[config.mk]
export PLATFORM = sky130hd
export DESIGN_NAME = ex_mem_reg
export DESIGN_NICKNAME = d
export VERILOG_FILES = /design/src/rtl/ex_mem_reg.sv
export SDC_FILE = /design/constraint.sdc
export NUM_CORES = 1
export LEC_CHECK = 0
export CORE_ASPECT_RATIO = 0.6
export CORE_UTILIZATION = 35
export CTS_BUF_LIST = sky130_fd_sc_hd__clkbuf_8
export DETAILED_ROUTE_END_ITERATION = 8
export GPL_ROUTABILITY_DRIVEN = 0
export PLACE_DENSITY = 0.75
export SYNTH_ARGS = -nofsm -noshare
export SYNTH_HDL_FRONTEND = slang
export SYNTH_SLANG_ARGS = --single-unit
[constraint.sdc]
create_clock -name clk -period 3.44 [get_ports clk]
set_input_delay 1.032 -clock clk [delete_from_list [all_inputs] [get_ports clk]]
set_output_delay 1.032 -clock clk [all_outputs]
set_load 0.01 [all_outputs]
[src/rtl/ex_mem_reg.sv]
// EX->MEM pipeline register: stall/flush/bubble handling plus the multi-cycle EX scratch
// state that is fed back to EX while it stalls. Define EX_MEM_HILO_EN to add a HI/LO write path.
module ex_mem_reg #(
    parameter int DATA_W = 32,
    parameter int ADDR_W = 5,
    parameter int CNT_W  = 2
) (
    input  logic                  clk,
    input  logic                  rst,
    input  logic [5:0]            stall,
    input  logic                  flush,
    input  logic [ADDR_W-1:0]     ex_des_addr_in,
    input  logic                  ex_des_exist_in,
    input  logic [DATA_W-1:0]     ex_des_data_in,
    input  logic [CNT_W-1:0]      ex_cnt_in,
    input  logic [2*DATA_W-1:0]   ex_part_in,
`ifdef EX_MEM_HILO_EN
    input  logic                  ex_hilo_we_in,
    input  logic [DATA_W-1:0]     ex_hi_in,
    input  logic [DATA_W-1:0]     ex_lo_in,
    output logic                  mem_hilo_we_out,
    output logic [DATA_W-1:0]     mem_hi_out,
    output logic [DATA_W-1:0]     mem_lo_out,
`endif
    output logic [ADDR_W-1:0]     mem_des_addr_out,
    output logic                  mem_des_exist_out,
    output logic [DATA_W-1:0]     mem_des_data_out,
    output logic [CNT_W-1:0]      ex_cnt_out,
    output logic [2*DATA_W-1:0]   ex_part_out,
    output logic [15:0]           bubble_cnt_out
);

    localparam logic [15:0] BCNT_MAX = 16'hFFFF;

    logic [ADDR_W-1:0]   addr_d, addr_q;
    logic                exist_d, exist_q;
    logic [DATA_W-1:0]   data_d, data_q;
    logic [CNT_W-1:0]    cnt_d, cnt_q;
    logic [2*DATA_W-1:0] part_d, part_q;
    logic [15:0]         bcnt_d, bcnt_q;
`ifdef EX_MEM_HILO_EN
    logic                hilo_we_d, hilo_we_q;
    logic [DATA_W-1:0]   hi_d, hi_q, lo_d, lo_q;
`endif

    // Only the EX and MEM stall bits matter to this register.
    logic unused_stall;
    assign unused_stall = ^{stall[5], stall[2:0]};

    always_comb begin
        addr_d  = addr_q;
        exist_d = exist_q;
        data_d  = data_q;
        cnt_d   = cnt_q;
        part_d  = part_q;
        bcnt_d  = bcnt_q;
`ifdef EX_MEM_HILO_EN
        hilo_we_d = hilo_we_q;
        hi_d      = hi_q;
        lo_d      = lo_q;
`endif
        if (rst || flush) begin
            addr_d  = '0;
            exist_d = 1'b0;
            data_d  = '0;
            cnt_d   = '0;
            part_d  = '0;
            if (rst) bcnt_d = '0;
`ifdef EX_MEM_HILO_EN
            hilo_we_d = 1'b0;
            hi_d      = '0;
            lo_d      = '0;
`endif
        end else if (!stall[4]) begin
            // stall[4]=1 holds everything, which also absorbs the illegal stall[3]=0 case.
            if (stall[3]) begin
                addr_d  = '0;
                exist_d = 1'b0;
                data_d  = '0;
                cnt_d   = ex_cnt_in;
                part_d  = ex_part_in;
                if (bcnt_q != BCNT_MAX) bcnt_d = bcnt_q + 16'd1;
`ifdef EX_MEM_HILO_EN
                hilo_we_d = 1'b0;
                hi_d      = '0;
                lo_d      = '0;
`endif
            end else begin
                addr_d  = ex_des_addr_in;
                exist_d = ex_des_exist_in;
                data_d  = ex_des_data_in;
                cnt_d   = '0;
                part_d  = '0;
`ifdef EX_MEM_HILO_EN
                hilo_we_d = ex_hilo_we_in;
                hi_d      = ex_hi_in;
                lo_d      = ex_lo_in;
`endif
            end
        end
    end

    always_ff @(posedge clk) begin
        addr_q  <= addr_d;
        exist_q <= exist_d;
        data_q  <= data_d;
        cnt_q   <= cnt_d;
        part_q  <= part_d;
        bcnt_q  <= bcnt_d;
`ifdef EX_MEM_HILO_EN
        hilo_we_q <= hilo_we_d;
        hi_q      <= hi_d;
        lo_q      <= lo_d;
`endif
    end

    assign mem_des_addr_out  = addr_q;
    assign mem_des_exist_out = exist_q;
    assign mem_des_data_out  = data_q;
    assign ex_cnt_out        = cnt_q;
    assign ex_part_out       = part_q;
    assign bubble_cnt_out    = bcnt_q;
`ifdef EX_MEM_HILO_EN
    assign mem_hilo_we_out = hilo_we_q;
    assign mem_hi_out      = hi_q;
    assign mem_lo_out      = lo_q;
`endif

endmodule

# Yosys cells after proc, flatten, opt, wreduce, memory -nomap -nowiden
# Index checks and enable logic that the tools add are counted.
[classes] reduce_logical=4 add_sub_neg=1 n_eq_ne=3 n_mux=10
[op_table] op="16-bit two-way mux" count=5
[op_table] op="64-bit two-way mux" count=1
[op_table] op="32-bit two-way mux" count=1
[op_table] op="16-bit by 1-bit adder with 16-bit output, second input constant" count=1
[op_table] op="16-bit != test, second input constant" count=1
[op_table] op="5-bit two-way mux" count=1
[op_table] op="4-bit AND reduction" count=1
[op_table] op="2-bit nonzero test" count=2
[op_table] op="2-bit two-way mux" count=1
[op_table] op="2-bit by 1-bit != test with 1-bit output, second input constant" count=1
[op_table] op="2-bit != test, second input constant" count=1
[op_table] op="1-bit logical OR" count=1
[op_table] op="1-bit two-way mux" count=1
[totals] regBits=120 input_bits=113 output_inout_bits=120 word_cells=24

# Logic depth before layout (Yosys ltp)
[logic_depth] ltp_word=5 depth_mapped=6 mapped_depth_nobuf=4

# Least setup slack after synthesis
# OpenSTA, ideal clock, no wires.
[synth_timing] path_type="input -> register" from="in stall[4]" to="reg bcnt_q[0] (netlist: bubble_cnt_out[0]), enable pin" arrival_time_ns=2.511 setup_ns=0.399 stages=5 slack_ns=0.530 path_buffers=2 cell_sequence="buf_2 -> nor2b_1 -> buf_2 -> a21oi_1 -> a31oi_1"
[synth_between] elab_chain_len=2
[synth_lines] element="start: declaration" line_no="10" rtl="input logic [5:0] stall,"
[synth_lines] element="2-bit by 1-bit != test with 1-bit output (no source line)"
[synth_lines] element="4-bit AND reduction (no source line)"
[synth_lines] element="end signal: assignment" line_no="109" rtl="bcnt_q <= bcnt_d;"
[synth_lines] element="end: declaration" line_no="40" rtl="logic [15:0] bcnt_d, bcnt_q;"
# Every way passes these cells.
# A chain may end at the register's enable or synchronous reset.

# Worst setup path after layout
[layout_timing] from="reg bcnt_q[2] (netlist: bubble_cnt_out[2])" to="out bubble_cnt_out[2]"
[layout_lines] element="end: declaration" line_no="30" rtl="output logic [15:0] bubble_cnt_out"
# No word-level cell between the ends.

==> results.sh <==
export IMPL_hold_class="flop to flop"
export IMPL_die_area_mm2=0.0128
export IMPL_grt_remaining_overflow=0
export IMPL_synth_area_mm2=0.00432
export IMPL_synth_distinct_cells=30
export IMPL_cts_resized=0
export IMPL_crit_family="buffers and inverters"
export IMPL_dpl_hpwl_um=8670
export IMPL_synth_seq_cells=120
export IMPL_power_uw=3110
export IMPL_cap_violations=0
export IMPL_holdWs_ns=0.513
export IMPL_core_mm2=0.0120
export IMPL_instances_no_fill=832
export IMPL_worst_ep_arrival_time_ns=1.55
export IMPL_root_buffer="clkbuf_8"
export IMPL_synth_main_ff_cell="dfxtp_1"
export IMPL_synthToLayoutAreaGrowth_pct=65.2
export IMPL_synth_largest_area_cell="dfxtp_1"
export IMPL_die_width_um=145
export IMPL_powerDensity_mw_per_mm2=436
export IMPL_antenna_found_initial=0
export IMPL_cts_setup_buffers=0
export IMPL_antenna_cells=0
export IMPL_nFillCells=989
export IMPL_crit_start="bubble_cnt_out[2]"
export IMPL_synth_seq_area_share_pct=59.3
export IMPL_avgSynthCellArea_um2=9.93
export IMPL_reg2reg_depth=5
export IMPL_period_share_pct=74.9
export IMPL_worstSetupPathType="flop to output port"
export IMPL_cp_end_kind="output port"
export IMPL_tns_ns=0
export IMPL_status="completed"
export IMPL_vias_per_cell=4.98
export IMPL_critPathCapture="bubble_cnt_out[2]"
export IMPL_worst_skew_pair_late_latency_ns=0.41
export IMPL_drc=0
export IMPL_cts_sinks=120
export IMPL_rr_endpoint="bubble_cnt_out[11]"
export IMPL_hold_viol_final=0
export IMPL_num_io_pins=233
export IMPL_ir_worst_vdd_v=0.000334
export IMPL_synth_top_area_share_pct=48.2
export IMPL_async_flop_share_pct=0
export IMPL_rsz0062_at_grt="false"
export IMPL_met1_length_um=5710
export IMPL_critical_path_peak_fanout=7
export IMPL_clk_pin_slew_ns=0.08
export IMPL_setup_viol=0
export IMPL_initialDrtViolationCount=208
export IMPL_port_buffers=228
export IMPL_start_util_pct=35.9
export IMPL_cts_made_buffers=17
export IMPL_cpPeakStageDelay_ns=0.61
export IMPL_drive_gt1_share_pct=6.75
export IMPL_crit_path_top_delay_cell="clkdlybuf4s50_1"
export IMPL_leakage_uw=0.00249
export IMPL_ys_warn_count=0
export IMPL_cp_data_required_time_ns=2.41
export IMPL_h_tree_depth=4
export IMPL_cts_hold_buffers=0
export IMPL_met3_length_um=932
export IMPL_final_common_cell="clkdlybuf4s50_1"
export IMPL_dr_pass1_iters=5
export IMPL_startpoint_type="flop"
export IMPL_grt_usage_pct=19.6
export IMPL_highest_layer="met4"
export IMPL_postRouteAntennaNets=0
export IMPL_layout_common_cells="clkdlybuf4s50_1 (227), nor2_1 (109), dfxtp_1 (104)"
export IMPL_grt_pass1_vias=3954
export IMPL_r2r_slack_ns=1.53
export IMPL_dieHeight_um=88.1
export IMPL_fin_area_mm2=0.00714
export IMPL_timing_slew_headroom_pct=53.4
export IMPL_min_period_ns=2.58
export IMPL_std_cell_rows=31
export IMPL_slew_violations=0
export IMPL_crit_buf_inv=1
export IMPL_r2r_start="bubble_cnt_out[0]"
export IMPL_finalClockSkew_ns=0.00850
export IMPL_max_clock_freq_mhz=388
export IMPL_grt_max_degree=67
export IMPL_crit_chain="clkdlybuf4s50_1"
export IMPL_clock_path_buffers=2
export IMPL_synthCells=435
export IMPL_wl_per_cell_um=15.2
export IMPL_cts_tree="yes"
export IMPL_cp_depth=1
export IMPL_dpl_cell_count=800
export IMPL_vias=4143
export IMPL_worst_pin_slew_ns=0.700
export IMPL_synth_edff_count=16
export IMPL_synth_area_top_cells="dfxtp_1 (48%), a22oi_1 (18%), edfxtp_1 (11%)"
export IMPL_wirelength_um=12600
export IMPL_grt_pass1_wl_um=19900
export IMPL_met2_length_um=5890
export IMPL_final_net_count=768
export IMPL_dpl_instance_area_mm2=0.00674
export IMPL_syn_nets=549
==> power breakdown <==
part	switching (µW)	internal [µW]
clock network	589	667
logic	151	215
registers	33.1	1460
==> logic make-up after synthesis <==
logic type,synth area share (%)
AOI/OAI and AO/OA,20.6
xor gates and xnor gates,0.608
adders and majority gates,0.290
buffers and inverters,3.76
DFF,59.3
muxes,0.695
and+or+nand+nor,14.7
==> per-layer routing <==
layer,GRT usage (%),vias up
met1,24.5,1955
met5,0,-
met4,5.55,0
li1,-,2016
met3,7.45,8
met2,32.0,164
==> worst reg2reg max path, delay by kind of cell, from the launching register on <==
kind	cells	cell delay [ns]
and+or+nand+nor	2	0.54
DFF	1	0.47
adders and majority gates	1	0.29
AOI/OAI and AO/OA	1	0.13
buffers and inverters	1	0.22
==> layout make-up <==
cell class	instances	area, µm²	share of cell area [%]
repair buffers	235	2340	32.9
clock inverters	14	146	2.05
clock buffers	18	248	3.47
multi-input cells	275	1610	22.6
well taps	165	206	2.89
inverters	5	18.8	0.263
flip-flops and latches	120	2560	35.9
==> worst min path at each step <==
stage | startpoint | end | slack, ns | cells after the start
2_1_floorplan | mem_des_addr_out[3] | mem_des_addr_out[3] | 0.53 | 2
3_3_place_gp | mem_des_addr_out[3] | mem_des_addr_out[3] | 0.47 | 2
3_5_place_dp | ex_part_out[11] | ex_part_out[11] | 0.50 | 2
4_1_cts | ex_part_out[16] | ex_part_out[16] | 0.52 | 2
5_1_grt | ex_part_out[16] | ex_part_out[16] | 0.54 | 2
6_report | ex_part_out[16] | ex_part_out[16] | 0.51 | 2
==> synth_stat cells (2+ instances only) <==
| cell type | instances |
|---|---|
| a21oi_1 | 8 |
| a22oi_1 | 103 |
| buf_1 | 8 |
| buf_2 | 10 |
| clkbuf_1 | 17 |
| dfxtp_1 | 104 |
| edfxtp_1 | 16 |
| inv_1 | 5 |
| mux2i_1 | 3 |
| nand2_1 | 8 |
| nand3_1 | 6 |
| nand4_1 | 3 |
| nor2_1 | 109 |
| nor3_1 | 2 |
| nor4_1 | 4 |
| o21a_1 | 4 |
| o31ai_1 | 5 |
| or3_1 | 3 |
| or4_1 | 5 |
| xor2_1 | 2 |
==> sequential cells by signal, indices dropped and copies added (netlist names) <==
name	cells
ex_part_out	64
mem_des_data_out	32
ex_cnt_out	2
mem_des_exist_out	1
mem_des_addr_out	5
bubble_cnt_out	16
==> through the flow <==
step / utilization [%] / setup slack, ns
final: 59.4 / 0.862
after global routing: 59.4 / 0.770
after CTS: 59.4 / 0.820
after detailed placement: 56.1 / 0.631
after global placement: 56.1 / 0.769
after floorplan: - / 0.530
Note: power is estimated with default switching activity, not from simulation.
